[src/rtl/afe_spi_ctrl.sv]
// SPI master carrying AFE register writes and reads: one {rw, addr, data} frame per
// command, CPOL=0, MSB first, with a one-cycle response strobe for read data.
module afe_spi_ctrl #(
    parameter int unsigned CLK_DIV    = 4,
    parameter int unsigned ADDR_WIDTH = 7,
    parameter int unsigned DATA_WIDTH = 8
) (
    input  logic                  clk,
    input  logic                  reset_n,
    input  logic                  cmd_valid_i,
    output logic                  cmd_ready_o,
    input  logic                  cmd_rw_i,
    input  logic [ADDR_WIDTH-1:0] cmd_addr_i,
    input  logic [DATA_WIDTH-1:0] cmd_data_i,
    output logic                  rsp_valid_o,
    output logic [DATA_WIDTH-1:0] rsp_data_o,
    output logic                  busy_o,
    output logic                  spi_clk_o,
    output logic                  spi_mosi_o,
    input  logic                  spi_miso_i,
    output logic                  spi_sen_o
);

    localparam int unsigned FRAME_W = 1 + ADDR_WIDTH + DATA_WIDTH;
    localparam int unsigned BIT_W   = $clog2(FRAME_W);
    localparam int unsigned PH_W    = (CLK_DIV > 1) ? $clog2(CLK_DIV) : 1;

    localparam logic [PH_W-1:0]  PH_LAST  = PH_W'(CLK_DIV - 1);
    localparam logic [BIT_W-1:0] BIT_LAST = BIT_W'(FRAME_W - 1);

    typedef enum logic [2:0] {
        ST_IDLE,
        ST_SETUP,
        ST_SHIFT,
        ST_HOLD,
        ST_GAP
    } state_e;

    state_e                state_q,     state_d;
    logic [PH_W-1:0]       phase_q,     phase_d;
    logic [BIT_W-1:0]      bit_q,       bit_d;
    logic                  high_q,      high_d;
    logic [FRAME_W-1:0]    tx_q,        tx_d;
    logic [DATA_WIDTH-1:0] rx_q,        rx_d;
    logic                  rd_q,        rd_d;
    logic                  ready_q,     ready_d;
    logic                  busy_q,      busy_d;
    logic                  rsp_valid_q, rsp_valid_d;
    logic [DATA_WIDTH-1:0] rsp_data_q,  rsp_data_d;
    logic                  sclk_q,      sclk_d;
    logic                  mosi_q,      mosi_d;
    logic                  sen_q,       sen_d;
    logic                  phase_last_c;

    assign phase_last_c = (phase_q == PH_LAST);

    // Next-state and registered-output logic; outputs are computed for the coming cycle.
    always_comb begin
        state_d     = state_q;
        phase_d     = phase_q;
        bit_d       = bit_q;
        high_d      = high_q;
        tx_d        = tx_q;
        rx_d        = rx_q;
        rd_d        = rd_q;
        ready_d     = ready_q;
        busy_d      = busy_q;
        rsp_valid_d = 1'b0;
        rsp_data_d  = rsp_data_q;
        sclk_d      = sclk_q;
        mosi_d      = mosi_q;
        sen_d       = sen_q;

        unique case (state_q)
            ST_IDLE: begin
                if (cmd_valid_i && ready_q) begin
                    state_d = ST_SETUP;
                    phase_d = '0;
                    tx_d    = {cmd_rw_i, cmd_addr_i,
                               (cmd_rw_i ? DATA_WIDTH'(0) : cmd_data_i)};
                    rd_d    = cmd_rw_i;
                    ready_d = 1'b0;
                    busy_d  = 1'b1;
                    sen_d   = 1'b0;
                    sclk_d  = 1'b0;
                    mosi_d  = cmd_rw_i;
                end
            end

            ST_SETUP: begin
                if (phase_last_c) begin
                    state_d = ST_SHIFT;
                    phase_d = '0;
                    bit_d   = '0;
                    high_d  = 1'b0;
                end else begin
                    phase_d = phase_q + PH_W'(1);
                end
            end

            ST_SHIFT: begin
                // MISO is taken in the first cycle SCLK is high.
                if (high_q && (phase_q == '0)) begin
                    rx_d = DATA_WIDTH'({rx_q, spi_miso_i});
                end
                if (phase_last_c) begin
                    phase_d = '0;
                    if (!high_q) begin
                        high_d = 1'b1;
                        sclk_d = 1'b1;
                    end else begin
                        high_d = 1'b0;
                        sclk_d = 1'b0;
                        if (bit_q == BIT_LAST) begin
                            state_d = ST_HOLD;
                            mosi_d  = 1'b0;
                        end else begin
                            bit_d  = bit_q + BIT_W'(1);
                            tx_d   = tx_q << 1;
                            mosi_d = tx_q[FRAME_W-2];
                        end
                    end
                end else begin
                    phase_d = phase_q + PH_W'(1);
                end
            end

            ST_HOLD: begin
                if (phase_last_c) begin
                    state_d = ST_GAP;
                    phase_d = '0;
                    sen_d   = 1'b1;
                    if (rd_q) begin
                        rsp_valid_d = 1'b1;
                        rsp_data_d  = rx_q;
                    end
                end else begin
                    phase_d = phase_q + PH_W'(1);
                end
            end

            ST_GAP: begin
                if (phase_last_c) begin
                    state_d = ST_IDLE;
                    phase_d = '0;
                    ready_d = 1'b1;
                    busy_d  = 1'b0;
                end else begin
                    phase_d = phase_q + PH_W'(1);
                end
            end

            default: begin
                state_d = ST_IDLE;
                phase_d = '0;
                ready_d = 1'b1;
                busy_d  = 1'b0;
                sen_d   = 1'b1;
                sclk_d  = 1'b0;
                mosi_d  = 1'b0;
            end
        endcase
    end

    // Asynchronous reset abandons any frame: SEN high and SCLK low at once.
    always_ff @(posedge clk or negedge reset_n) begin
        if (!reset_n) begin
            state_q     <= ST_IDLE;
            phase_q     <= '0;
            bit_q       <= '0;
            high_q      <= 1'b0;
            tx_q        <= '0;
            rx_q        <= '0;
            rd_q        <= 1'b0;
            ready_q     <= 1'b1;
            busy_q      <= 1'b0;
            rsp_valid_q <= 1'b0;
            rsp_data_q  <= '0;
            sclk_q      <= 1'b0;
            mosi_q      <= 1'b0;
            sen_q       <= 1'b1;
        end else begin
            state_q     <= state_d;
            phase_q     <= phase_d;
            bit_q       <= bit_d;
            high_q      <= high_d;
            tx_q        <= tx_d;
            rx_q        <= rx_d;
            rd_q        <= rd_d;
            ready_q     <= ready_d;
            busy_q      <= busy_d;
            rsp_valid_q <= rsp_valid_d;
            rsp_data_q  <= rsp_data_d;
            sclk_q      <= sclk_d;
            mosi_q      <= mosi_d;
            sen_q       <= sen_d;
        end
    end

    assign cmd_ready_o = ready_q;
    assign busy_o      = busy_q;
    assign rsp_valid_o = rsp_valid_q;
    assign rsp_data_o  = rsp_data_q;
    assign spi_clk_o   = sclk_q;
    assign spi_mosi_o  = mosi_q;
    assign spi_sen_o   = sen_q;

endmodule

[config.mk]
export PLATFORM = sky130hd
export DESIGN_NAME = afe_spi_ctrl
export DESIGN_NICKNAME = d
export VERILOG_FILES = /design/src/rtl/afe_spi_ctrl.sv
export SDC_FILE = /design/constraint.sdc
export NUM_CORES = 1
export LEC_CHECK = 0
export ABC_AREA = 1
export CAP_MARGIN = 15
export CORE_ASPECT_RATIO = 1.2
export CORE_MARGIN = 2
export CORE_UTILIZATION = 49
export DETAILED_ROUTE_END_ITERATION = 12
export PLACE_DENSITY = 0.77
export SLEW_MARGIN = 30
export SYNTH_ARGS = -nofsm -noshare
export SYNTH_HDL_FRONTEND = slang
export SYNTH_SLANG_ARGS = --single-unit
[constraint.sdc]
create_clock -name clk -period 1.5 [get_ports clk]
set_input_delay 0.225 -clock clk [delete_from_list [all_inputs] [get_ports clk]]
set_output_delay 0.225 -clock clk [all_outputs]
set_load 0.05 [all_outputs]
## Word-level counts from Yosys, hierarchy flattened

Cells that the tools add are included.

| operators by class | value |
|---|---|
| $add $sub $neg | 2 |
| eq/ne operators | 14 |
| muxes and demuxes | 41 |
| bitwise operators | 3 |
| reductions and logical operators | 21 |

Operator list:

| kind | number |
|---|---|
| $mux 15 | 4 |
| $pmux 15 s2 | 1 |
| $mux 3 | 7 |
| $mux 4 | 4 |
| $ne 2x2->1 const B | 8 |
| $pmux 1 s3 | 5 |
| $pmux 3 s5 | 1 |
| $reduce_and 3->1 | 5 |
| $mux 1 | 13 |
| $reduce_and 5->1 | 2 |
| $reduce_or 3->1 | 3 |
| $mux 8 | 1 |
| $pmux 4 s2 | 1 |
| $reduce_and 7->1 | 1 |
| $eq 3x2->1 const B | 2 |
| $add 4x1->4 const B | 1 |
| $eq 4x4->1 const B | 1 |
| $mux 2 | 2 |
| $pmux 2 s2 | 1 |
| $reduce_and 2->1 | 2 |
| $reduce_and 4->1 | 1 |
| $reduce_bool 2->1 | 2 |
| $reduce_or 4->1 | 1 |
| $eq 3x1->1 const B | 1 |
| 8 further kinds | 11 |

| storage, ports and cells | value |
|---|---|
| bits in registers | 48 |
| input bits | 20 |
| output and inout port bits | 14 |
| word-level logic and storage cells | 95 |

## Longest topological paths before layout

Gate-level depths: netlist of run 1.

| logic depth | value |
|---|---|
| word-level depth | 5 |
| depth in mapped cells | 10 |
| gate-level depth less buffers | 9 |

## Worst setup path after synthesis of run 1

Ideal clock, no wire load.

| path | value |
|---|---|
| path type | register -> register |
| start | reg phase_q[0] |
| end | reg tx_q[10] |
| setup time | 0.115 ns |
| arrival time | 1.387 ns |
| slack | -0.002 ns |
| cell stages (with the launch flop) | 11 |
| path through | dfrtp_1 ha_1 inv_1 nand3_1 nand2_2 inv_2 nand2_4 inv_4 buf_12 nand2_2 nand2_2 |

| between the ends | value |
|---|---|
| longest elaborated chain between the ends | 3 |

RTL lines:

| what | RTL line | RTL |
|---|---|---|
| start, declared | 40 | `logic [PH_W-1:0] phase_q, phase_d;` |
| start signal, assigned | 184 | `phase_q <= phase_d;` |
| $eq 2x2->1 | 55 | `assign phase_last_c = (phase_q == PH_LAST);` |
| $ne 2x2->1 (no line) | - |  |
| $reduce_and 5->1 (no line) | - |  |
| end signal, assigned | 187 | `tx_q <= tx_d;` |
| end, declared | 43 | `logic [FRAME_W-1:0] tx_q, tx_d;` |

Every way passes these cells.
A chain may end at the register's enable or synchronous reset.

## Worst setup path in the final report of run 1

| path | value |
|---|---|
| start | reg state_q[2] |
| end | reg rsp_data_q[2], in the netlist rsp_data_o[2] |

| between the ends | value |
|---|---|
| longest elaborated chain between the ends | 2 |

RTL lines:

| what | RTL line | RTL |
|---|---|---|
| start, declared | 39 | `state_e state_q, state_d;` |
| start signal, assigned | 183 | `state_q <= state_d;` |
| $eq 3x2->1 | 74 | `unique case (state_q)` |
| $reduce_and 3->1 (no line) | - |  |
| end signal, assigned | 193 | `rsp_data_q <= rsp_data_d;` |
| end, declared | 49 | `logic [DATA_WIDTH-1:0] rsp_data_q, rsp_data_d;` |

Every way passes these cells.

==> results by stage, run 1 <==
Hold path:
- The worst hold path belongs to the class input pin to async pin.

Synth:
- The number of distinct library cells after synthesis is 29.
- For this run, asynchronously set or reset flops after synthesis account for 1.000.
- The fraction of the yosys area taken by sequential cells is 0.4928.
- The number of synthesis warnings is 0.
- The synthesized netlist occupies a cell area of roughly 2400 um2.
- The most used flip-flop cell after synthesis is dfrtp_1.
- Of all cell types, the one taking the most synthesized area is dfrtp_1.
- The net count of the mapped netlist is 321.
- Synthesis handed over a netlist of just under 300 instances.
- The average footprint of a synthesized cell is slightly above 8 um2.
- Of the post-synthesis cell area, the dominant cell type holds 0.4713.
- The number of storage elements in the synthesis netlist is 48.
- The number of enable flip-flop cells after synthesis is 0.
- After synthesis, the cell types taking the most area are dfrtp_1 47%, nand2_1 17%, nand2_2 6.7%, nand3_1 4.1%, inv_1 3.4%.

Clock network:
- CTS built an H-tree with a depth of 2.
- The root buffer cell is clkbuf_8.
- At the later pin of the worst-skew pair, clock insertion delay measures 0.31 ns.
- Counting along the longest clock path gives a buffer depth of 2.
- The tree built by TritonCTS fans out to 48 sinks.
- The number of clock buffers added by TritonCTS is 5.
- The TritonCTS clock tree is done.
- The clock edge transition at the registers on the reported setup and hold paths is 0.09 ns.

Die:
- The floorplan step defined a die boundary enclosing between 5000 and 6000 um2.
- The chip width is approximately 70 um.
- The I/O pin total is 34.
- The total number of placement rows is 28.
- The core region is approximately 4900 um2.
- The die outline height is 81.34 um.
- For this configuration, the core starts out at a cell density of 0.5015.

Final layout:
- Of the cells placed in the final design, the portion with a size suffix greater than 1 is 0.2920.
- The number of antenna diodes in the final layout is 0.
- The utilization after layout is 0.6616.
- Relative to the synthesized area, the layout overhead comes to 31.92%.
- With fillers left out, the area of the finished cells amounts to ~3200 um2.
- Once layout is complete, the cells apart from fillers number around 420.
- The net total in the final layout is approximately 390.

Global routing:
- The initial antenna violation count came to 0.
- In the global route stage, overall resource usage came out at 0.1971.
- After global routing the overflow that remains totals 0.
- The first-pass GRT wire length is 8.342 mm.
- The largest net degree at the start of global routing is 49.
- The via count of the first global-routing pass is roughly 2000.

Place:
- Counting tap cells, the placed design contains a total of slightly above 400 instances.
- Input and output buffers added on the ports amount to 33.
- The wire-length estimate of the detail-placed layout is ~3.5 mm.
- The standard cell area after detailed placement is between 2000 and 3000 um2.
- The congestion estimate from routability-driven global placement came to approximately 0.86.

Critical path:
- The most critical setup path has its startpoint at state_q[2].
- Data on the critical path arrives at its endpoint at between 1.5 and 2 ns.
- The worst setup path is captured at a flip-flop.
- The largest fanout on the critical path is 16.
- The worst setup path is of the flip-flop to flip-flop kind.
- STA classifies the critical path startpoint as a flip-flop.
- The reg-to-reg critical path startpoint is state_q[2].
- For the worst setup path, the data required time is approximately 1.7 ns.

Power:
- The static leakage power is approximately 1.7 nW.
- VDD sags by at most ~0.0014 V.
- The ratio of total power to cell area is about 2000 nW/um2.

Run status:
- The run finished with clean final reports.

Route:
- Detailed routing inserted a total of 2075 vias.
- The total wire length after detailed routing is around 5.3 mm.
- In this run the remaining antenna-violating nets after routing total 0.
- The first detailed-routing pass ran for 4 iterations.
- The per-cell routed wire length is approximately 12 um.
- The total DRC errors in the routed layout is 0.
- In the routed layout, each cell is associated on average with a via count of between 4 and 5.
- The first routing iteration left 93 violations.

STA:
- The hold violation total from the final report is 0.
- At the pin with the least slew margin, the transition time is between 0.2 and 0.3 ns.
- The share of the clock period used by the worst path after layout is 0.9379.
- The final critical-path required period is 1.407 ns.
- The clock arrives with between 0.007 and 0.008 ns of skew.
- Headroom to the max-slew limit came out at 0.8292.
- The number of max-slew violations in the final report is 0.
- Based on the critical path, the design can be clocked at up to approximately 0.71 GHz.
- Setup violations remaining at the end of the flow were counted as 0.

Job:
- Across the run, the number of max-cap violations was 0.
-- repair_timing --
item	4_1_cts	5_1_grt
setup buffers	0	7
setup endpoints to repair	3	34
pin swaps	0	4
resized for setup	2	12
hold endpoints to repair	46	0
hold buffers	1	0
gates cloned	0	3
-- through the flow --
stage | total power (W) | TNS, ns | hold slack [ns] | setup WS (ns)
global placement | 0.005193 | 0 | 0.2302 | 0.01847
floorplan | 0.004271 | 0 | -0.07059 | 0.003932
detailed placement | 0.005274 | -0.02301 | 0.2309 | -0.01288
finish | 0.006533 | 0 | 0.4223 | 0.09316
global route | 0.007026 | -0.01673 | 0.4542 | -0.01049
CTS | 0.006126 | 0 | 0.4396 | 0.004031
-- worst max-delay path, stage by stage (launching register included) --
cell     delay [ns]
dfrtp_2        0.46
buf_4          0.15
buf_4          0.13
nor2_2         0.16
nand3_2        0.11
buf_12         0.17
nand2_1        0.08
o21ai_2        0.05
-- routing by layer --
layer  global-route usage  share of wire  vias up
li1                     -              -     1062
met1               0.2480           0.45      951
met2               0.3260           0.48       52
met3              0.04848          0.051       10
met4              0.06800          0.018        0
met5                    0              0        -
-- layout by cell type, fill, tap and decap left out, types with 10 or more instances in the layout --
cell type        Yosys  routed
buf_4                5      34
clkdlybuf4s50_1      0      18
dfrtp_1             46      43
inv_1               22      21
nand2_1            112     112
nand2_2             26      24
nand3_1             20      18
nor2_1              13      12
o21ai_1              9      10
-- final cells by class --
class / instances / area [um2]
clock buffers: 6 / 82.58
clock inverters: 2 / 15.01
fillers: 411 / 1648
inverters: 27 / 116.4
multi-input cells: 218 / 1126
flip-flops and latches: 48 / 1207
well taps: 60 / 75.07
repair buffers: 61 / 590.6
repair inverters: 1 / 8.758
-- power breakdown --
| part | switching (W) | internal, W |
|---|---|---|
| logic | 0.00220 | 0.00146 |
| clock network | 0.000449 | 0.000373 |
| registers | 0.000320 | 0.00173 |
| total | 0.00297 | 0.00356 |
-- final timing paths --
kind,slack (ns),cells past startpoint,end
worst max register to register,0.09,7,rsp_data_o[2]
worst min-delay path,0.42,3,bit_q[2]
max in group asynchronous,0.80,3,spi_sen_o
worst min register to register,0.48,2,rsp_data_o[7]
min in group clk,0.48,2,rsp_data_o[7]
worst max-delay path,0.09,7,rsp_data_o[2]
-- cell usage after synthesis (2+ instances only) --
library cell    n
inv_1          22
nor2_4          2
o21ai_0         8
nor2_1         13
dfstp_2         2
nand4_1         3
inv_2           3
a21oi_1         4
nand2_2        26
o21ai_1         9
dfrtp_1        46
nand2_1       112
o21ai_2         7
buf_4           5
ha_1            3
nand3_1        20
-- flip-flops by register name, indices dropped and copies added, names as in the netlist --
| name | flops |
|---|---|
| tx_q | 15 |
| rd_q | 1 |
| bit_q | 4 |
| rsp_valid_o | 1 |
| state_q | 3 |
| rsp_data_o | 8 |
| busy_o | 1 |
| spi_sen_o | 1 |
| cmd_ready_o | 1 |
| rx_q | 8 |
| phase_q | 2 |
| high_q | 1 |
| spi_mosi_o | 1 |
| spi_clk_o | 1 |
-- cells by family (layout without fill, tap and decap cells) --
kind of cell	count (synthesis)	in the layout	synth area share
AO/OA/AOI/OAI	30	30	0.07377
AND/OR/NAND/NOR	182	184	0.3463
adder cells (fa/ha/maj)	3	3	0.01537
flip-flops	48	48	0.4928
XOR/XNOR	1	1	0.003587
buffers and inverters	34	97	0.06814
Note: power is estimated with default switching activity, not from simulation.
==> run 2, diff against run 1 <==
--- a/config.mk
+++ b/config.mk
@@ -9,9 +9,10 @@
 export CAP_MARGIN = 15
 export CORE_ASPECT_RATIO = 1.2
 export CORE_MARGIN = 2
-export CORE_UTILIZATION = 49
+export CORE_UTILIZATION = 55
 export DETAILED_ROUTE_END_ITERATION = 12
-export PLACE_DENSITY = 0.77
+export DONT_BUFFER_PORTS = 1
+export PLACE_DENSITY = 0.74
 export SLEW_MARGIN = 30
 export SYNTH_ARGS = -nofsm -noshare
 export SYNTH_HDL_FRONTEND = slang
==> results by stage, run 2 (synthesized netlist as in run 1, its figures left out) <==
Clock network:
- The total number of clock tree sinks is 48.
- The deepest clock path buffer count is 2.
- TritonCTS built the clock tree.
- The TritonCTS buffer count is 5.
- The clock tree synthesis step divided the H-tree into 2 levels.
- In this run the clock root is driven by a clkbuf_8.
- The clock network latency to the later pin of the worst-skew pair is ~0.31 ns.
- The clock edge transition at the registers on the reported setup and hold paths is roughly 0.090 ns.

Critical path:
- On the worst path, the slowest cell contributes a delay of between 0.4 and 0.5 ns.
- The sort of element at the start of the critical path is a flip-flop.
- The critical path is of the flip-flop to flip-flop type.
- The highest-delay cell along the critical path is dfrtp_2.
- Along the worst path, the maximum fanout reaches 7.
- For the worst setup path, the data required time is 1.75 ns.
- STA classifies the critical path endpoint as a flip-flop.
- Traced cell by cell, the critical path runs through nor2_4, nand3_1, nand2_2, inv_2, nand2_4, buf_4, nand2_1, nand2_2.
- The critical path's most frequent cell is nand2_2.
- Data on the critical path arrives at its endpoint at approximately 1.7 ns.

STA:
- For the pin with the worst max-slew slack, the measured transition is 0.4894 ns.
- Setup violations remaining at the end of the flow were counted as 0.
- Headroom to the max-slew limit came out at 0.6737.
- Static timing analysis puts the maximum clock frequency at 0.6908 GHz.
- The hold violation total from the final report was 0.
- The share of the clock period used by the worst path after layout is 0.9650.
- The worst hold margin is slightly above 0.08 ns.
- The final critical-path required period is about 1.4 ns.
- The final setup skew is 0.003410 ns.
- Setup slack on the critical path of the routed design comes to 0.05248 ns.
- The number of max-slew violations in the final report was 0.

Route:
- The overall via count from detail_route is slightly below 2000.
- For this block, the initial DRC count from the detailed router was between 80 and 90.
- The total wire length after detailed routing is ~5 mm.
- For this run, design rule violations remaining after detail routing come to 0.
- The post-route antenna net violation count is 0.
- After detailed routing, the average wire length per cell comes to between 10 and 15 um.
- The pre-antenna-repair detailed-routing pass consisted of 4 iterations.
- Using the TritonRoute via totals, the vias-per-cell ratio works out to ~5.1.

Final layout:
- After filler insertion, the fill cell instance count of the layout stands at between 300 and 400.
- The most common cell after layout, fill and taps aside is nand2_1.
- The number of flip-flops in the largest register is 15.
- The finished cells cover 2833 um2.
- Leaving out fill and tap cells, the most frequent cells in the layout are 112 x nand2_1, 43 x dfrtp_1, 25 x nand2_2, 21 x inv_1, 20 x buf_4.
- The repair_antennas step left the layout with diodes totalling 0.
- Leaving out filler cells and counting taps, the final layout contains roughly 380.
- The net total in the final layout is 345.
- The share of layout cells above drive strength 1 is 0.2755.
- The register with the highest flop count is tx_q.
- From synthesis to final layout, the design area changed by 15.98%.

Job:
- Across the run, the number of max-cap violations was 0.

Global routing:
- The largest net degree at the start of global routing is between 40 and 50.
- The initial antenna violation count was 0.
- The via count of the first global-routing pass is ~1900.
- The global route total overflow is 0.
- In the global route stage, overall resource usage came out at 0.2212.
- The first global-routing pass estimated 8.493 mm of wire.

Run status:
- The run finished with clean final reports.

Die:
- The die outline height is a little under 80 um.
- The I/O pin total is 34.
- The floorplan has 26 rows.
- The chip width is around 65 um.
- For this configuration, the core starts out at a cell density of 0.5731.
- The die covers ~5000 um2.
- The core box area is ~4300 um2.

Hold path:
- In this run the worst hold path is classified as input pin to flip-flop.

Place:
- The number of placed instances, taps included, is about 370.
- Detailed placement finished with a half-perimeter wire length of around 3.5 mm.
- Prior to clock tree synthesis, the placed netlist has a worst setup slack of -0.01554 ns.
- In this run the tool buffered the top-level ports with 0 buffer cells.
- The final weighted congestion in routability-driven placement is 0.9076.
- The standard cell area after detailed placement is 2633 um2.

Power:
- The static leakage power is 1.480 nW.
- The largest vdd supply drop is ~0.0012 V.
- The ratio of total power to cell area is roughly 2100 nW/um2.
- The design draws about 0.0061 W.
run 2: metal layers:
metal	up-vias	GRT usage	routed length, um
li1	983	-	-
met1	906	0.2687	2047
met2	48	0.3577	2430
met3	13	0.06012	272
met4	0	0.1106	136
met5	-	0	0
run 2: repair_timing:
action                                  in CTS  in global routing
hold endpoints to repair                    48                  0
pin swaps                                    0                  3
buffers inserted                             0                  1
endpoints found under the setup margin      14                 30
hold buffers                                 2                  0
resized for setup                            1                 13
run 2: per-stage QoR:
stage / setup TNS (ns) / utilization
after floorplan: 0 / -
after global placement: 0 / 0.6177
after detailed placement: -0.04768 / 0.6177
after CTS: 0 / 0.6538
after global routing: -0.002826 / 0.6647
final: 0 / 0.6647
run 2: area by class of cell:
cell class	instances	area, um2	area share
inverter	27	106.4	0.03754
timing repair buffer	24	227.7	0.08039
clock inverter	3	46.29	0.01634
multi-input combinational	216	1106	0.3905
tap	56	70.07	0.02473
sequential	48	1207	0.4262
clock buffer	5	68.82	0.02429
run 2: final timing paths:
path                          endpoint  slack (ns)  depth (start not counted)       start
min                            rx_q[0]        0.08                          2  spi_miso_i
min in group asynchronous     bit_q[2]        0.41                          2     reset_n
min reg2reg                    tx_q[4]        0.49                          2     tx_q[4]
max in group asynchronous  cmd_ready_o        0.82                          2     reset_n
max                           tx_q[11]        0.05                          8  state_q[2]
max reg2reg                   tx_q[11]        0.05                          8  state_q[2]
run 2: critical path, delay by kind of cell (launching register included):
kind / cells / cell delay (ns)
DFF: 1 / 0.49
and+or+nand+nor: 6 / 0.70
buffers and inverters: 2 / 0.20
run 2: where the power goes:
| part | switching, W | leakage (nW) | total [W] | internal (W) |
|---|---|---|---|---|
| Sequential | 0.000515 | 0.626 | 0.00224 | 0.00173 |
| Combinational | 0.00177 | 0.799 | 0.00290 | 0.00112 |
| Clock | 0.000451 | 0.0548 | 0.000953 | 0.000502 |
